`src/rtl/gmsk_bit_sync_if.sv`:
```
// Soft-sample input and bit/frame event outputs of the GMSK bit synchroniser.
// master = upstream/packet side, slave = gmsk_bit_sync.
interface gmsk_bit_sync_if #(
    parameter int DATA_WIDTH = 7
);
    logic                         start;
    logic signed [DATA_WIDTH-1:0] sample_in;
    logic                         bit_out;
    logic                         bit_valid;
    logic                         payload_valid;
    logic                         sync_found;
    logic                         frame_done;
    logic                         locked;

    modport master (
        output start, sample_in,
        input  bit_out, bit_valid, payload_valid, sync_found, frame_done, locked
    );

    modport slave (
        input  start, sample_in,
        output bit_out, bit_valid, payload_valid, sync_found, frame_done, locked
    );
endinterface

```
`src/rtl/gmsk_bit_sync.sv`:
```
// Hysteresis slicer, zero-crossing timing loop, sync-word hunt and payload framer.
// Define GMSK_SYNC_TOL_EN to accept a sync word with up to one bit error.
module gmsk_bit_sync #(
    parameter int                DATA_WIDTH      = 7,
    parameter int                SYS_CLK_FREQ    = 6_400_000,
    parameter int                SAMPLE_RATE     = 800,
    parameter int                SAMPLES_PER_BIT = 8,
    parameter int                HYST            = 2,
    parameter int                SYNC_LEN        = 8,
    parameter logic [SYNC_LEN-1:0] SYNC_WORD     = 8'hB4,
    parameter int                FRAME_BITS      = 32
) (
    input  logic          clk,
    input  logic          rst,
    gmsk_bit_sync_if.slave bus
);
    localparam int SAMPLE_DIV = SYS_CLK_FREQ / SAMPLE_RATE;
    localparam int DIV_W      = (SAMPLE_DIV > 1) ? $clog2(SAMPLE_DIV) : 1;
    localparam int PH_W       = $clog2(SAMPLES_PER_BIT);
    localparam int CNT_W      = $clog2(FRAME_BITS + 1);

    localparam logic [DIV_W-1:0]          DIV_LAST = DIV_W'(SAMPLE_DIV - 1);
    localparam logic [PH_W-1:0]           HALF     = PH_W'(SAMPLES_PER_BIT / 2);
    localparam logic [PH_W:0]             SPB_W    = (PH_W + 1)'(SAMPLES_PER_BIT);
    localparam logic [CNT_W-1:0]          CNT_LAST = CNT_W'(FRAME_BITS - 1);
    localparam logic signed [DATA_WIDTH:0] HYST_P  = (DATA_WIDTH + 1)'(HYST);
    localparam logic signed [DATA_WIDTH:0] HYST_N  = -HYST_P;

    typedef enum logic {HUNT, PAYLOAD} state_t;

    state_t                 state;
    logic [DIV_W-1:0]       div_cnt;
    logic                   sample_en;
    logic                   sign, new_sign, transition;
    logic [PH_W-1:0]        phase, phase_nxt;
    logic [PH_W:0]          ph_p1, ph_p2;
    logic [SYNC_LEN-1:0]    sync_sr, sr_upd;
    logic [SYNC_LEN:0]      sr_cat;
    logic [CNT_W-1:0]       bit_cnt;
    logic                   match;
    logic signed [DATA_WIDTH:0] s_ext;

    // One extra bit of headroom so +/-HYST never overflows against the sample.
    assign s_ext = {bus.sample_in[DATA_WIDTH-1], bus.sample_in};

    always_comb begin
        new_sign = sign;
        if (s_ext > HYST_P)      new_sign = 1'b1;
        else if (s_ext < HYST_N) new_sign = 1'b0;
    end

    assign transition = (new_sign != sign);

    // A crossing before mid-bit means we sample late: hold one step.
    // A crossing after mid-bit means early: skip one step.
    always_comb begin
        ph_p1 = (PH_W + 1)'(phase) + (PH_W + 1)'(1);
        ph_p2 = (PH_W + 1)'(phase) + (PH_W + 1)'(2);
        if (ph_p1 >= SPB_W) ph_p1 = ph_p1 - SPB_W;
        if (ph_p2 >= SPB_W) ph_p2 = ph_p2 - SPB_W;
        phase_nxt = ph_p1[PH_W-1:0];
        if (transition && phase != '0 && phase < HALF) phase_nxt = phase;
        else if (transition && phase > HALF)          phase_nxt = ph_p2[PH_W-1:0];
    end

    always_comb begin
        sr_cat = {sync_sr, new_sign};
        sr_upd = sr_cat[SYNC_LEN-1:0];
    end

`ifdef GMSK_SYNC_TOL_EN
    assign match = ($countones(sr_upd ^ SYNC_WORD) <= 1);
`else
    assign match = (sr_upd == SYNC_WORD);
`endif

    always_ff @(posedge clk) begin
        if (rst) begin
            div_cnt           <= '0;
            sample_en         <= 1'b0;
            sign              <= 1'b0;
            phase             <= '0;
            sync_sr           <= '0;
            bit_cnt           <= '0;
            state             <= HUNT;
            bus.bit_out       <= 1'b0;
            bus.bit_valid     <= 1'b0;
            bus.payload_valid <= 1'b0;
            bus.sync_found    <= 1'b0;
            bus.frame_done    <= 1'b0;
            bus.locked        <= 1'b0;
        end else if (!bus.start) begin
            // Idle: sign and bit_out keep their last value.
            div_cnt           <= '0;
            sample_en         <= 1'b0;
            phase             <= '0;
            sync_sr           <= '0;
            bit_cnt           <= '0;
            state             <= HUNT;
            bus.bit_valid     <= 1'b0;
            bus.payload_valid <= 1'b0;
            bus.sync_found    <= 1'b0;
            bus.frame_done    <= 1'b0;
            bus.locked        <= 1'b0;
        end else begin
            sample_en <= (div_cnt == DIV_LAST);
            div_cnt   <= (div_cnt == DIV_LAST) ? '0 : div_cnt + DIV_W'(1);

            bus.bit_valid     <= 1'b0;
            bus.payload_valid <= 1'b0;
            bus.sync_found    <= 1'b0;
            bus.frame_done    <= 1'b0;
            bus.locked        <= (state == PAYLOAD);

            if (sample_en) begin
                sign  <= new_sign;
                phase <= phase_nxt;
                if (phase == HALF) begin
                    bus.bit_out   <= new_sign;
                    bus.bit_valid <= 1'b1;
                    case (state)
                        HUNT: begin
                            sync_sr <= sr_upd;
                            if (match) begin
                                bus.sync_found <= 1'b1;
                                bit_cnt        <= '0;
                                state          <= PAYLOAD;
                            end
                        end
                        PAYLOAD: begin
                            bus.payload_valid <= 1'b1;
                            if (bit_cnt == CNT_LAST) begin
                                bus.frame_done <= 1'b1;
                                bit_cnt        <= '0;
                                sync_sr        <= '0;
                                state          <= HUNT;
                            end else begin
                                bit_cnt <= bit_cnt + CNT_W'(1);
                            end
                        end
                        default: state <= HUNT;
                    endcase
                end
            end
        end
    end
endmodule

```
`src/flat_wrapper.sv`:
```
// flat-port wrapper written by rule: the top's interface ports become plain ports
module gmsk_bit_sync_flat 
#(
    parameter int                DATA_WIDTH      = 7,
    parameter int                SYS_CLK_FREQ    = 6_400_000,
    parameter int                SAMPLE_RATE     = 800,
    parameter int                SAMPLES_PER_BIT = 8,
    parameter int                HYST            = 2,
    parameter int                SYNC_LEN        = 8,
    parameter logic [SYNC_LEN-1:0] SYNC_WORD     = 8'hB4,
    parameter int                FRAME_BITS      = 32
)
  (clk, rst, bus_start, bus_sample_in, bus_bit_out, bus_bit_valid, bus_payload_valid, bus_sync_found, bus_frame_done, bus_locked);
  gmsk_bit_sync_if #(.DATA_WIDTH(DATA_WIDTH)) bus_i ();
  input  logic clk;
  input  logic rst;
  input wire logic [$bits(bus_i.start)-1:0] bus_start;
  input wire logic [$bits(bus_i.sample_in)-1:0] bus_sample_in;
  output wire logic [$bits(bus_i.bit_out)-1:0] bus_bit_out;
  output wire logic [$bits(bus_i.bit_valid)-1:0] bus_bit_valid;
  output wire logic [$bits(bus_i.payload_valid)-1:0] bus_payload_valid;
  output wire logic [$bits(bus_i.sync_found)-1:0] bus_sync_found;
  output wire logic [$bits(bus_i.frame_done)-1:0] bus_frame_done;
  output wire logic [$bits(bus_i.locked)-1:0] bus_locked;
  assign bus_i.start = bus_start;
  assign bus_i.sample_in = bus_sample_in;
  assign bus_bit_out = bus_i.bit_out;
  assign bus_bit_valid = bus_i.bit_valid;
  assign bus_payload_valid = bus_i.payload_valid;
  assign bus_sync_found = bus_i.sync_found;
  assign bus_frame_done = bus_i.frame_done;
  assign bus_locked = bus_i.locked;
  gmsk_bit_sync #(.DATA_WIDTH(DATA_WIDTH), .SYS_CLK_FREQ(SYS_CLK_FREQ), .SAMPLE_RATE(SAMPLE_RATE), .SAMPLES_PER_BIT(SAMPLES_PER_BIT), .HYST(HYST), .SYNC_LEN(SYNC_LEN), .SYNC_WORD(SYNC_WORD), .FRAME_BITS(FRAME_BITS)) u_core (.clk(clk), .rst(rst), .bus(bus_i));
endmodule
```
`config.mk`:
```
export PLATFORM = sky130hd
export DESIGN_NAME = gmsk_bit_sync_flat
export DESIGN_NICKNAME = d
export VERILOG_FILES = /design/src/rtl/gmsk_bit_sync_if.sv /design/src/rtl/gmsk_bit_sync.sv /design/src/flat_wrapper.sv
export SDC_FILE = /design/constraint.sdc
export NUM_CORES = 1
export LEC_CHECK = 0
export ABC_AREA = 1
export BUFFER_PORTS_ARGS = -buffer_cell sky130_fd_sc_hd__clkbuf_2
export CORE_MARGIN = 2
export CORE_UTILIZATION = 43
export DETAILED_ROUTE_END_ITERATION = 6
export SLEW_MARGIN = 5
export SYNTH_ARGS = -nofsm -noshare
export SYNTH_HDL_FRONTEND = slang
export SYNTH_SLANG_ARGS = --single-unit
export TNS_END_PERCENT = 10
```
`constraint.sdc`:
```
create_clock -name clk -period 1.3 [get_ports clk]
set_input_delay 0.13 -clock clk [delete_from_list [all_inputs] [get_ports clk]]
set_output_delay 0.13 -clock clk [all_outputs]
set_load 0.02 [all_outputs]
```
==> impl_metrics.yaml <==
cts:
  clk_root_buffer_cell: "clkbuf_8"
  htreeDepth: 2
  cts_buffer_depth: 2
  cts_buffers: 5
  cts.sinks: 38
  tritoncts: "built"
  clk_pin_slew_worst_paths_ns: 0.07
  clk_latency_ns: 0.28
setup_path:
  cp_cell_sequence: "ha_4 -> nand2_4 -> nor2_4 -> nand3_2 -> nor2_2 -> nand4_2 -> buf_4 -> buf_4 -> nor2_1"
  cp_common_cell: "buf_4"
  crit_type: "register to register"
  cp-end-kind: "register"
  r2r_slack_ns: -0.09
  cp-start-kind: "register"
  slowest_delay_ns: 0.36
  cp.arrival_ns: 1.61
  cp_slowest_cell: "dfxtp_4"
  worst_ep_required_time_ns: 1.53
  crit_fanout: 3
flow_run:
  maxCapViolCount: 0
logic_synthesis:
  synth_warnings: 0
  synth_area_leader_cell: "dfxtp_1"
  yosys.area_share.simple_pct: 36.7
  yosysTopAreaCellShare_pct: 41.8
  synth.area.mux_share_pct: 0
  ys_seq_elements: 38
  synth_compound_area_share_pct: 10.8
  synth_top_family_by_area: "simple AND/OR/NAND/NOR gates"
  synthXorXnorAreaFrac_pct: 0.962
  syn_nets: 256
  seq_area_frac_synth_pct: 41.8
  netlist_instances: 242
  ys_types: 27
  syn_avg_cell_area_sq_um: 7.52
  synth_area_sq_um: 1820
  synthAdderAreaFrac_pct: 2.75
  synth_area_leaders: "dfxtp_1 42%, nand2_1 12%, inv_1 4.9%"
routing:
  routedWlPerCell_um: 10.3
  viasPerCell: 4.66
  wl_mm: 3.52
  drt_iter0_drc: 69
  drtPass1Iterations: 4
  drc: 0
  final_antenna_net_count: 0
  vias: 1599
outcome:
  run_status: "complete, but fails checks"
  violations: "negative setup slack"
timing:
  fin_ws_ns: -0.0865
  slew_violations: 0
  finalClockSkew_ns: 0.00420
  relSlewSlack_pct: 79.8
  hold_viol_final: 0
  finalCritPeriodShare_pct: 107
  rsz0062_at_grt: "yes"
  worst_pin_slew_ns: 0.299
  fin_crit_ns: 1.39
  max_freq_mhz: 721
  setup_viol: 14
  holdWs_ns: 0.166
global_route:
  grt_usage_pct: 15.9
  antenna_found_initial: 0
  grt_pass1_wl_mm: 6.17
  overflow: 0
  grt_pass1_vias: 1511
  grt_max_degree: 12
die:
  die_h_um: 69.1
  num_rows: 23
  dieWidth_um: 69.1
  coreArea_sq_um: 4030
  initial_core_util_pct: 45.2
  io_pins: 16
  die-area_sq_um: 4770
place:
  dp_hpwl_mm: 2.59
  dp_slack_ns: -0.118
  placed_area_sq_um: 2170
  port_buffers: 15
  gp_congestion: 0.753
final_layout:
  fin_area_sq_um: 2380
  layout.nets: 307
  final_util_pct: 59.1
  layout-drive-gt1-share_pct: 36.5
  area_growth_pct: 30.9
  fill_cells: 397
  antennaDiodeCount: 0
power_and_ir_drop:
  p_leak_nw: 0.948
  ir_drop_v: 0.000533
  powerDensity_nw_per_um2: 839
min_path:
  hold_class: "input port to register"
[power breakdown]
part | total [mW] | internal, mW | switching, mW
Clock | 0.746 | 0.359 | 0.386
Sequential | 1.17 | 1.17 | 0.00329
Combinational | 0.0843 | 0.0388 | 0.0455
[cells in the final DEF, fill, tap and decap left out, types with 5 or more instances in the layout]
cell | Yosys | routed
inv_2 | 6 | 7
nand3_1 | 17 | 15
a21oi_1 | 16 | 15
buf_4 | 0 | 28
nand2_2 | 6 | 5
clkbuf_8 | 0 | 5
nor2_1 | 21 | 19
a21oi_2 | 7 | 8
inv_1 | 24 | 22
clkbuf_2 | 0 | 15
o21ai_0 | 8 | 6
nand2_1 | 59 | 56
dfxtp_1 | 38 | 33
nor2_2 | 5 | 6
nand4_1 | 5 | 5
[critical path: cells and delay by family (launching register included)]
family | cells | cell delay (ns)
flops | 1 | 0.36
buf+inv | 2 | 0.29
fa+ha+maj | 1 | 0.14
simple gates | 6 | 0.54
[path summary, 6_finish.rpt]
path,startpoint,endpoint,cells after the start
setup / recovery,u_core.div_cnt[0]$_SDFF_PP0_,u_core.sample_en$_SDFF_PP0_,9
hold / removal,bus_start,u_core.bus.bit_out$_SDFFE_PP0P_,4
setup reg to reg,u_core.div_cnt[0]$_SDFF_PP0_,u_core.sample_en$_SDFF_PP0_,9
hold reg to reg,u_core.div_cnt[11]$_SDFF_PP0_,u_core.div_cnt[11]$_SDFF_PP0_,2
[registers in the layout, indices dropped and copies added, names as in the netlist, 3 cells and up]
| register | flops |
|---|---|
| u_core.div_cnt | 13 |
| u_core.phase | 3 |
| u_core.sync_sr | 7 |
| u_core.bit_cnt | 6 |
[per-layer routing]
layer  global-route usage (%)  wire [um]  part of all wire (%)  vias to the layer above
met4                     5.23         53                   1.5                        0
met3                     5.56        126                   3.6                        4
li1                         -          -                     -                      877
met2                     26.3       1640                    46                       23
met5                        0          0                     0                        -
met1                     19.2       1710                    48                      695
[area by class of cell]
type	count	area, sq um	area share, %
clock buffers	5	68.8	2.89
clock inverters	2	10.0	0.420
inverters	30	115	4.83
multi-input cells	172	1030	43.2
flip-flops and latches	38	769	32.3
well taps	50	62.6	2.63
repair buffers	46	328	13.8
[stage by stage]
step | cells | power [mW] | setup TNS (ns)
3_5_place_dp | 331 | 1.28 | -2.40
2_1_floorplan | 242 | 1.24 | -1.04
6_report | 343 | 2.00 | -0.916
5_1_grt | 343 | 2.09 | -2.42
3_3_place_gp | 331 | 1.28 | -1.73
4_1_cts | 341 | 2.03 | -0.830
[synth_stat cells]
cell type and n:
nand2_1 59, nor3b_2 1, nor3_1 2, nor2_2 5
clkbuf_1 1, inv_2 6, nor2_1 21, inv_1 24
nand3_1 17, xor2_1 2, o21bai_1 2, nor3b_1 4
nand3_2 3, a21oi_2 7, nor3_4 1, nand4_2 1
nor3_2 1, buf_6 1, or2_0 2, nand2_2 6
a21oi_1 16, nand4_1 5, dfxtp_1 38, ha_1 4
o21ai_0 8, nor2_4 3, nand3b_1 2
[cell families after synthesis]
group	after synthesis
and+or+nand+nor	133
DFF	38
AOI/OAI and AO/OA	33
buffers and inverters	32
adders and majority gates	4
xor gates and xnor gates	2
[repair_timing]
item                       CTS  global route
gates resized for setup     11            19
cloned                       0             0
hold buffers                 0             0
pin swaps                    7             2
setup endpoints to repair   29            31
buffers inserted             3             2
Power figures use the tool's default switching activity.
